`config.mk`:
```
export PLATFORM = sky130hd
export DESIGN_NAME = audio_stream_parser
export DESIGN_NICKNAME = d
export VERILOG_FILES = /design/src/rtl/audio_pkg.sv /design/src/rtl/sync_ff.sv /design/src/rtl/audio_stream_parser.sv
export SDC_FILE = /design/constraint.sdc
export NUM_CORES = 1
export LEC_CHECK = 0
export ABC_AREA = 1
export BUFFER_PORTS_ARGS = -buffer_cell sky130_fd_sc_hd__buf_2
export CAP_MARGIN = 40
export CORE_ASPECT_RATIO = 0.8
export CORE_UTILIZATION = 55
export CTS_BUF_LIST = sky130_fd_sc_hd__clkbuf_16
export DETAILED_ROUTE_END_ITERATION = 7
export PLACE_DENSITY = 0.77
export SETUP_SLACK_MARGIN = 0.3
export SYNTH_ARGS = -nofsm -noshare
export SYNTH_HDL_FRONTEND = slang
export SYNTH_SLANG_ARGS = --single-unit
export TNS_END_PERCENT = 10
```
`constraint.sdc`:
```
create_clock -name clk_i -period 3.7 [get_ports clk_i]
set_input_delay 0.555 -clock clk_i [delete_from_list [all_inputs] [get_ports clk_i]]
set_output_delay 0.555 -clock clk_i [all_outputs]
set_load 0.02 [all_outputs]
```
`src/rtl/audio_pkg.sv`:
```
// Shared audio format definitions: bit-depth and sample-rate codes, parser states,
// and the bytes-per-frame mapping used by both the stream parser and tx_i2s.
package audio_pkg;

   typedef enum logic [1:0] {
      DEPTH_16  = 2'd0,
      DEPTH_24  = 2'd1,
      DEPTH_32  = 2'd2,
      DEPTH_DOP = 2'd3
   } depth_e;

   typedef enum logic [2:0] {
      RATE_44K1  = 3'd0,
      RATE_48K   = 3'd1,
      RATE_88K2  = 3'd2,
      RATE_96K   = 3'd3,
      RATE_176K4 = 3'd4,
      RATE_192K  = 3'd5,
      RATE_352K8 = 3'd6,
      RATE_384K  = 3'd7
   } rate_e;

   typedef struct packed {
      rate_e  rate;
      depth_e depth;
   } cfg_t;

   typedef enum logic [2:0] {
      ST_IDLE    = 3'd0,
      ST_CFG     = 3'd1,
      ST_LEN_HI  = 3'd2,
      ST_LEN_LO  = 3'd3,
      ST_WAIT_TX = 3'd4,
      ST_PAYLOAD = 3'd5
   } state_e;

   // 65535 frames x 8 bytes fits in 19 bits, so the payload counter never wraps.
   localparam int CNT_W = 19;

   // Stereo frame: two channels, DoP travels in a 24-bit container.
   function automatic logic [3:0] bytes_per_frame(input depth_e d);
      case (d)
         DEPTH_16:  bytes_per_frame = 4'd4;
         DEPTH_24:  bytes_per_frame = 4'd6;
         DEPTH_32:  bytes_per_frame = 4'd8;
         DEPTH_DOP: bytes_per_frame = 4'd6;
         default:   bytes_per_frame = 4'd4;
      endcase
   endfunction

endpackage

```
`src/rtl/sync_ff.sv`:
```
// Multi-flop synchronizer for a single-bit level crossing into clk_i.
module sync_ff #(
   parameter int STAGES = 2
) (
   input  logic clk_i,
   input  logic reset_n_i,
   input  logic d_i,
   output logic q_o
);

   logic [STAGES-1:0] sync_q;

   always_ff @(posedge clk_i or negedge reset_n_i) begin
      if (!reset_n_i) begin
         sync_q <= '0;
      end else begin
         sync_q[0] <= d_i;
         for (int i = 1; i < STAGES; i++) begin
            sync_q[i] <= sync_q[i-1];
         end
      end
   end

   assign q_o = sync_q[STAGES-1];

endmodule

```
`src/rtl/audio_stream_parser.sv`:
```
// Parses MAGIC/CFG/LEN framed packets from the USB FIFO and forwards the payload to
// the I2S output FIFO, switching format only while the I2S side is not streaming.
module audio_stream_parser
   import audio_pkg::*;
#(
   parameter logic [7:0] MAGIC       = 8'hA5,
   parameter int         SYNC_STAGES = 2
) (
   input  logic       clk_i,
   input  logic       reset_n_i,
   input  logic [7:0] rd_usb_FIFO_data_i,
   input  logic       rd_usb_FIFO_empty_i,
   output logic       rd_usb_FIFO_en_o,
   output logic       wr_output_FIFO_en_o,
   output logic [7:0] wr_output_FIFO_data_o,
   input  logic       wr_output_FIFO_afull_i,
   input  logic       rd_output_FIFO_streaming_i,
   output logic [2:0] sample_rate_o,
   output logic [1:0] bit_depth_o,
   output logic       busy_o,
   output logic       hdr_err_o,
   output logic [7:0] err_count_o
);

   state_e            state_q;
   logic              run_q;
   cfg_t              cur_cfg_q;
   cfg_t              new_cfg_q;
   logic [7:0]        len_hi_q;
   logic [CNT_W-1:0]  cnt_q;
   logic              wr_en_q;
   logic [7:0]        wr_data_q;
   logic              hdr_err_q;
   logic [7:0]        err_cnt_q;

   logic              stream_sync;
   logic              rd_pop;
   logic              hdr_reject;
   logic [CNT_W-1:0]  len_total_d;

   sync_ff #(.STAGES(SYNC_STAGES)) u_stream_sync (
      .clk_i     (clk_i),
      .reset_n_i (reset_n_i),
      .d_i       (rd_output_FIFO_streaming_i),
      .q_o       (stream_sync)
   );

   // run_q keeps the parser parked for the first edge after reset release.
   always_comb begin
      rd_pop = 1'b0;
      if (reset_n_i && run_q && !rd_usb_FIFO_empty_i) begin
         case (state_q)
            ST_IDLE, ST_CFG, ST_LEN_HI, ST_LEN_LO: rd_pop = 1'b1;
            ST_PAYLOAD:                            rd_pop = !wr_output_FIFO_afull_i;
            default:                               rd_pop = 1'b0;
         endcase
      end
   end

   assign hdr_reject = rd_pop &&
                       (((state_q == ST_IDLE) && (rd_usb_FIFO_data_i != MAGIC)) ||
                        ((state_q == ST_CFG)  && (rd_usb_FIFO_data_i[7:5] != 3'b000)));

   assign len_total_d = CNT_W'({len_hi_q, rd_usb_FIFO_data_i}) *
                        CNT_W'(bytes_per_frame(new_cfg_q.depth));

   always_ff @(posedge clk_i or negedge reset_n_i) begin
      if (!reset_n_i) begin
         state_q   <= ST_IDLE;
         run_q     <= 1'b0;
         cur_cfg_q <= '0;
         new_cfg_q <= '0;
         len_hi_q  <= '0;
         cnt_q     <= '0;
         wr_en_q   <= 1'b0;
         wr_data_q <= '0;
         hdr_err_q <= 1'b0;
         err_cnt_q <= '0;
      end else begin
         run_q     <= 1'b1;
         wr_en_q   <= 1'b0;
         hdr_err_q <= hdr_reject;
         if (hdr_reject && (err_cnt_q != 8'hFF)) begin
            err_cnt_q <= err_cnt_q + 8'd1;
         end

         case (state_q)
            ST_IDLE: begin
               if (rd_pop && !hdr_reject) state_q <= ST_CFG;
            end
            ST_CFG: begin
               if (rd_pop) begin
                  if (hdr_reject) begin
                     state_q <= ST_IDLE;
                  end else begin
                     new_cfg_q.rate  <= rate_e'(rd_usb_FIFO_data_i[4:2]);
                     new_cfg_q.depth <= depth_e'(rd_usb_FIFO_data_i[1:0]);
                     state_q         <= ST_LEN_HI;
                  end
               end
            end
            ST_LEN_HI: begin
               if (rd_pop) begin
                  len_hi_q <= rd_usb_FIFO_data_i;
                  state_q  <= ST_LEN_LO;
               end
            end
            ST_LEN_LO: begin
               if (rd_pop) begin
                  cnt_q <= len_total_d;
                  // Same format skips the drain wait so consecutive packets stay gapless.
                  if (len_total_d == '0)          state_q <= ST_IDLE;
                  else if (new_cfg_q == cur_cfg_q) state_q <= ST_PAYLOAD;
                  else                             state_q <= ST_WAIT_TX;
               end
            end
            ST_WAIT_TX: begin
               if (!stream_sync) begin
                  cur_cfg_q <= new_cfg_q;
                  state_q   <= ST_PAYLOAD;
               end
            end
            ST_PAYLOAD: begin
               if (rd_pop) begin
                  wr_en_q   <= 1'b1;
                  wr_data_q <= rd_usb_FIFO_data_i;
                  cnt_q     <= cnt_q - CNT_W'(1);
                  if (cnt_q == CNT_W'(1)) state_q <= ST_IDLE;
               end
            end
            default: state_q <= ST_IDLE;
         endcase
      end
   end

   assign rd_usb_FIFO_en_o      = rd_pop;
   assign wr_output_FIFO_en_o   = wr_en_q;
   assign wr_output_FIFO_data_o = wr_data_q;
   assign sample_rate_o         = cur_cfg_q.rate;
   assign bit_depth_o           = cur_cfg_q.depth;
   assign busy_o                = (state_q != ST_IDLE);
   assign hdr_err_o             = hdr_err_q;
   assign err_count_o           = err_cnt_q;

endmodule

```
==> results of run 1 <==
## registers in the layout, summed over array words and instances (netlist names)
signal / cells
state_q: 3
cnt_q: 19
wr_output_FIFO_en_o: 1
new_cfg_q: 5
run_q: 1
u_stream_sync.sync_q: 2
len_hi_q: 8
bit_depth_o: 2
sample_rate_o: 3
wr_output_FIFO_data_o: 8
err_count_o: 8
hdr_err_o: 1
## metal layers
| layer | vias up | wire, µm |
|---|---|---|
| met4 | 0 | 291 |
| met3 | 29 | 978 |
| li1 | 2251 | - |
| met5 | - | 0 |
| met2 | 214 | 6396 |
| met1 | 2280 | 5704 |
## path summary, 6_finish.rpt
check,startpoint,end
worst max-delay path,new_cfg_q[1],state_q[0]
worst min-delay path,rd_output_FIFO_streaming_i,u_stream_sync.sync_q[0]
worst max register to register,new_cfg_q[1],state_q[0]
worst min register to register,u_stream_sync.sync_q[0],u_stream_sync.sync_q[1]
max in group asynchronous,reset_n_i,new_cfg_q[1]
min in group asynchronous,reset_n_i,wr_output_FIFO_data_o[7]
## cells by family (layout without fill, tap and decap cells)
kind of cell	Yosys count	after routing
mux	3	3
fa+ha+maj	49	49
flops	61	61
simple gates	322	322
other cells	1	1
compound gates	94	94
xor+xnor	20	20
buf+inv	126	186
## worst reg2reg max path, cell delays in order (launching register included)
cell and delay (ns):
dfrtp_2 0.46, nand2_8 0.14, inv_4 0.07, buf_4 0.14, nor2_2 0.13, fa_1 0.44, ha_1 0.33, ha_4 0.32
nand2_1 0.11, nor2_2 0.15, and2_1 0.15, nand2_1 0.07, nand2_1 0.07, nand2_1 0.06, nand2_1 0.07, nand2_1 0.06
nor2_2 0.13, nand2_1 0.08, nand3_1 0.07, nand2_1 0.05, nand2_1 0.06, nand2_1 0.04
## what timing repair did
item | in CTS | in global routing
resized for setup | 10 | 78
pin swaps | 0 | 40
gates cloned | 0 | 2
endpoints found under the setup margin | 2 | 3
setup buffers | 3 | 12
## cells in the mapped netlist, types with 2 or more instances
cell,instances
nand3_1,39
nor2_1,67
o211ai_1,2
o21ai_1,5
nand2_1,183
ha_1,34
fa_1,15
xnor2_1,7
a21oi_1,30
o21ai_0,39
buf_4,2
inv_2,7
clkbuf_1,7
nand2_4,2
dfrtp_1,61
inv_1,103
nand2_2,3
mux2_2,2
nand4_1,9
xor2_1,13
and2_1,3
nor2_4,3
buf_2,2
o22ai_1,9
buf_1,2
nor3_1,6
o31ai_1,4
## per-stage QoR
stage          std cells  power, mW  worst slack [ns]  utilization
2_1_floorplan        676      2.801            0.3153            -
3_3_place_gp         815      3.324            0.2809       0.6051
3_5_place_dp         815      3.413            0.2554       0.6051
4_1_cts              834      4.304            0.3050       0.6464
5_1_grt              848      5.369            0.2358       0.7094
6_report             848      5.012            0.3939       0.7094
## area by class of cell
class | instances | area (µm²) | share of cell area
Timing Repair inverter | 1 | 6.256 | 0.001035
Sequential cell | 61 | 1528 | 0.2527
Clock inverter | 7 | 66.31 | 0.01097
Clock buffer | 9 | 225.2 | 0.03726
Tap cell | 112 | 140.1 | 0.02318
Inverter | 111 | 425.4 | 0.07038
Timing Repair Buffer | 58 | 380.4 | 0.06293
Multi-Input combinational cell | 489 | 3273 | 0.5415
## where the power goes
group,internal (mW),switching [mW],total (mW)
combinational,1.25,1.77,3.02
clock,0.515,0.306,0.822
sequential,0.920,0.247,1.17
==> flow_summary.toml, run 1 <==
[worst_setup_path]
crit_cells = 21
crit_fanout = 6
worst_path_most_repeated_cell = "nand2_1"
critPathSlowestCell = "dfrtp_2"
reg2reg_depth = 21
crit_required_ns = 3.93
cp_top_family = "simple AND/OR/NAND/NOR gates"
worstPathCellList = "nand2_8 > inv_4 > buf_4 > nor2_2 > fa_1 > ha_1 > ha_4 > nand2_1 > nor2_2 > and2_1 > nand2_1 > nand2_1 > nand2_1 > nand2_1 > nand2_1 > nor2_2 > nand2_1 > nand3_1 > nand2_1 > nand2_1 > nand2_1"
max_stage_delay_ns = 0.46
cp-end-kind = "flip-flop"
worstSetupPathType = "flip-flop to flip-flop"
r2r_slack_ns = 0.39
critPathLaunchType = "flip-flop"
critPathBufInv = 2
cp.arrival_ns = 3.53

[synthesis]
ys_warn_count = 0
ys.flop_type = "dfrtp_1"
synth_seq_cells = 61
postSynthNetCount = 738
syn_inst = 676
synth_top_area_frac = 0.3150
muxShareOfSynthArea = 0.006971
syn_area_per_cell_um2 = 7.168
synth-xor-area-share = 0.03615
async_flop_share = 1.000
synth_top_family_by_area = "simple AND/OR/NAND/NOR gates"
synth_compound_area_frac = 0.1072
synth_top_area_cell = "dfrtp_1"
synthTopCellsByArea = "dfrtp_1, nand2_1, ha_1, inv_1, fa_1"
yosysSeqAreaShare = 0.3150
syn-cell-area_mm2 = 0.004846
synth_edf_count = 0
yosysUniqueCellTypes = 44
synth-adder-area-share = 0.1498
yosys.area_share.simple = 0.2825

[place]
routabilityCongestion = 0.9209
placed_cell_area_mm2 = 0.005156
hpwl_um = 9041
port_buffers = 37

[cts]
clkTransAtPathRegs_ns = 0.05
tritoncts = "done"
clk_path_buf_depth = 2
root_buffer = "clkbuf_16"
cts.sinks = 61
insertion_delay_ns = 0.33
htree_num_levels = 3
cts_buffers = 9
hold_buffers = 0

[timing]
post-route-period-util = 0.8935
layout_min_cycle_time_ns = 3.306
timing.hold.ws_ns = 0.3336
hold_viol_final = 0
max_clock_freq_ghz = 0.3025
rsz0062_at_grt = "true"
report.final.slew_viol_count = 0
worst_pin_slew_ns = 0.7824
slew_headroom = 0.4784
finalSetupTns_ns = 0
skew_ns = 0.003638
setup_viol = 0

[finish]
final_cell_mix = "nand2_1, inv_1, dfrtp_1, nor2_1, o21ai_0"
finalNetCount = 793
n_antenna_cell = 0
drive_gt1_frac = 0.2283
fin_area_mm2 = 0.006045
synthToLayoutAreaGrowth_pct = 24.74
fillers = 635
layout_commonest_cell = "nand2_1"

[floorplanning]
num_rows = 30
start_util = 0.5687
die_x_um = 106.9
core_mm2 = 0.008521
ios = 38
die-height_um = 85.96
die-area_mm2 = 0.009192

[grt]
grt_usage = 0.2707
grt_use_met1 = 0.3635
grt_max_degree = 62
grt_util_met3 = 0.06535
grt_pass1_wl_um = 19350
grt_antenna_before_repair = 0
grt_busiest_layer = "met2"
grt_pass1_vias = 4263
grtUsageMet2 = 0.4299
grt_remaining_overflow = 0

[route]
drc = 0
first_pass_iters = 5
post_drt_wl_per_cell_um = 15.77
vias = 4774
viasPerCell = 5.630
drt_iter0_drc = 418
drtAntennaViolNets = 0
wirelength_um = 13370

[job]
drv_cap = 0

[power_and_ir_drop]
p_leak_nw = 3.145
p_per_area_mw_per_mm2 = 829.2
irDropWorstVdd_mv = 0.5107

[hold_path]
whs_path_depth = 1
hp-class = "primary input to flip-flop"

[run_status]
status = "complete, no violations"
Note: power is estimated with default switching activity, not from simulation.
==> run 2: changes to the inputs <==
--- a/config.mk
+++ b/config.mk
@@ -8,7 +8,7 @@
 export ABC_AREA = 1
 export BUFFER_PORTS_ARGS = -buffer_cell sky130_fd_sc_hd__buf_2
 export CAP_MARGIN = 40
-export CORE_ASPECT_RATIO = 0.8
+export CORE_ASPECT_RATIO = 0.5
 export CORE_UTILIZATION = 55
 export CTS_BUF_LIST = sky130_fd_sc_hd__clkbuf_16
 export DETAILED_ROUTE_END_ITERATION = 7
@@ -16,5 +16,6 @@
 export SETUP_SLACK_MARGIN = 0.3
 export SYNTH_ARGS = -nofsm -noshare
 export SYNTH_HDL_FRONTEND = slang
+export SYNTH_HIERARCHICAL = 1
 export SYNTH_SLANG_ARGS = --single-unit
 export TNS_END_PERCENT = 10
==> run 2 against run 1 <==
Effect of this change: largest cell class unchanged; register-to-register slack worse by 0.07 ns; critical endpoint unchanged; hold slack worse by 0.012 ns; highest routed layer unchanged; flip-flop and latch count unchanged.
==> flow_summary.toml, run 2 <==
[cts]
clkTransAtPathRegs_ns = 0.05
cts_buffers = 9
insertion_delay_ns = 0.34
clk_path_buf_depth = 2
tritoncts = "done"
root_buffer = "clkbuf_16"
hold_buffers = 0
htree_num_levels = 3
cts.sinks = 61

[timing]
timing.hold.ws_ns = 0.3211
max_clock_freq_ghz = 0.2962
skew_ns = 0.004914
layout_min_cycle_time_ns = 3.376
hold_viol_final = 0
finalSetupTns_ns = 0
setup_viol = 0
slew_headroom = 0.4702
rsz0062_at_grt = "true"
report.final.slew_viol_count = 0
post-route-period-util = 0.9123
worst_pin_slew_ns = 0.7947

[floorplanning]
num_rows = 23
start_util = 0.5854
ios = 38
die-height_um = 68.30
core_mm2 = 0.008259
die_x_um = 134.6
die-area_mm2 = 0.009192

[synthesis]
synth_edf_count = 0
yosysMostFrequentCell = "nand2_1"
ys.flop_type = "dfrtp_1"
postSynthNetCount = 748
yosysSeqAreaShare = 0.3157
synth_top_area_cell = "dfrtp_1"
synth_top_area_frac = 0.3157
async_flop_share = 1.000
ys_warn_count = 6
synth_top_cells_by_count = "nand2_1, inv_1, nor2_1"
synthTopCellsByArea = "dfrtp_1, nand2_1, ha_1, inv_1, fa_1"
syn-cell-area_mm2 = 0.004835
syn_inst = 686
yosysUniqueCellTypes = 44
synth_seq_cells = 61
syn_area_per_cell_um2 = 7.048

[route]
wirelength_um = 13580
drt_iter0_drc = 473
vias = 4784
post_drt_wl_per_cell_um = 15.86
first_pass_iters = 7
drc = 0
viasPerCell = 5.589
drtAntennaViolNets = 0

[finish]
fillers = 592
regArea_mm2 = 0.001528
largest_reg_flops = 19
top_register = "cnt_q"
final_core_util = 0.7173
drive_gt1_frac = 0.1882
fin_area_mm2 = 0.005924
final_cell_mix = "nand2_1, inv_1, dfrtp_1, nor2_1, buf_2"
multi_input_area_mm2 = 0.003174
layout_commonest_cell = "nand2_1"
n_antenna_cell = 0
synthToLayoutAreaGrowth_pct = 22.54
finalNetCount = 801

[place]
routabilityCongestion = 0.9620
hpwl_um = 8828
placed_cell_area_mm2 = 0.005144
port_buffers = 37

[power_and_ir_drop]
p_int_mw = 2.586
sequentialPowerShare = 0.239
totalPowerFinal_mw = 4.870
swShare = 0.4691
p_per_area_mw_per_mm2 = 822.0
irDropWorstVdd_mv = 0.4525
p_leak_nw = 3.099
switchingPower_mw = 2.284
pwr-share-comb = 0.591
p_clk_frac = 0.171

[worst_setup_path]
worstSetupPathType = "flip-flop to flip-flop"
crit_fanout = 7
critPathLaunchType = "flip-flop"
cp-end-kind = "flip-flop"
crit_required_ns = 3.93
cp.arrival_ns = 3.61

[run_status]
status = "complete, no violations"

[grt]
grt_use_met1 = 0.3747
grt_max_degree = 62
grt_pass1_wl_um = 18840
grt_usage = 0.2714
grtUsageMet2 = 0.4203
grt_busiest_layer = "met2"
grt_pass1_vias = 3936
grt_remaining_overflow = 0
grt_antenna_before_repair = 0
grt_util_met3 = 0.06741

[job]
drv_cap = 0

[hold_path]
hp-class = "primary input to flip-flop"
run 2: changes by cell type after synthesis, moves of 5 or more:
| cell | delta |
|---|---|
| nand2_1 | +29 |
| o22ai_1 | -5 |
| o21ai_1 | +11 |
| o21ai_0 | -6 |
run 2: critical path: stages, from the launching register on:
cell and delay, ns:
dfrtp_1 0.36, inv_2 0.09, nand2_8 0.14, clkbuf_16 0.18, nand2_1 0.09, fa_1 0.38
inv_1 0.14, ha_4 0.23, ha_4 0.17, fa_2 0.39, buf_6 0.13, xor2_2 0.14
nor2_1 0.11, nand3_1 0.08, nor2_1 0.10, nand3_1 0.07, nor2_1 0.10, nand2_1 0.11
nand3_1 0.09, nand2_1 0.06, nand2_1 0.07, nand2_1 0.05
run 2: cell type report:
class | instances | share of cell area
Inverter | 107 | 0.07054
Timing Repair Buffer | 55 | 0.05977
Multi-Input combinational cell | 504 | 0.5358
Sequential cell | 61 | 0.2579
Clock inverter | 7 | 0.01162
Tap cell | 112 | 0.02365
Timing Repair inverter | 1 | 0.002746
Clock buffer | 9 | 0.03801
run 2: final timing paths:
check | start | to | slack, ns | cells after the start
setup / recovery | new_cfg_q[0] | state_q[0] | 0.32 | 21
hold / removal | rd_output_FIFO_streaming_i | u_stream_sync/sync_q[0] | 0.32 | 1
setup reg to reg | new_cfg_q[0] | state_q[0] | 0.32 | 21
hold reg to reg | u_stream_sync/sync_q[0] | u_stream_sync/sync_q[1] | 0.35 | 0
max in group asynchronous | reset_n_i | new_cfg_q[1] | 2.72 | 2
min in group asynchronous | reset_n_i | cnt_q[8] | 0.40 | 2
run 2: power groups by stage:
stage,sequential (mW),clock (mW),combinational (mW)
floorplan,1.18,0,1.60
global placement,1.14,0,2.18
detailed placement,1.15,0,2.21
CTS,1.14,0.839,2.26
global route,1.19,0.866,3.16
finish,1.16,0.831,2.88
run 2: timing repair:
item,in CTS,in global routing
cloned,0,2
buffers inserted,0,10
endpoints found under the setup margin,2,3
gates resized for setup,4,71
pin swaps,0,21
run 2: per-stage QoR:
step | setup slack, ns | instances
after floorplan | 0.3014 | 686
after global placement | 0.1836 | 828
after detailed placement | 0.1556 | 828
after CTS | 0.3086 | 844
after global routing | 0.1406 | 856
final | 0.3244 | 856
run 2: metal layers:
| layer | up-vias | routed length, µm |
|---|---|---|
| li1 | 2271 | - |
| met1 | 2233 | 5768 |
| met2 | 225 | 6193 |
| met3 | 55 | 1188 |
| met4 | 0 | 429 |
| met5 | - | 0 |
run 2: kinds of logic (layout without fill, tap and decap cells):
kind of cell / Yosys count / count (layout) / share of synthesized area
AND/OR/NAND/NOR: 350 / 350 / 0.3049
buffers and inverters: 121 / 179 / 0.09860
AO/OA/AOI/OAI: 89 / 89 / 0.1022
flip-flops: 61 / 61 / 0.3157
adder cells (fa/ha/maj): 49 / 49 / 0.1501
XOR/XNOR: 14 / 14 / 0.02536
other: 1 / 1 / 0.0007757
multiplexers: 1 / 1 / 0.002329
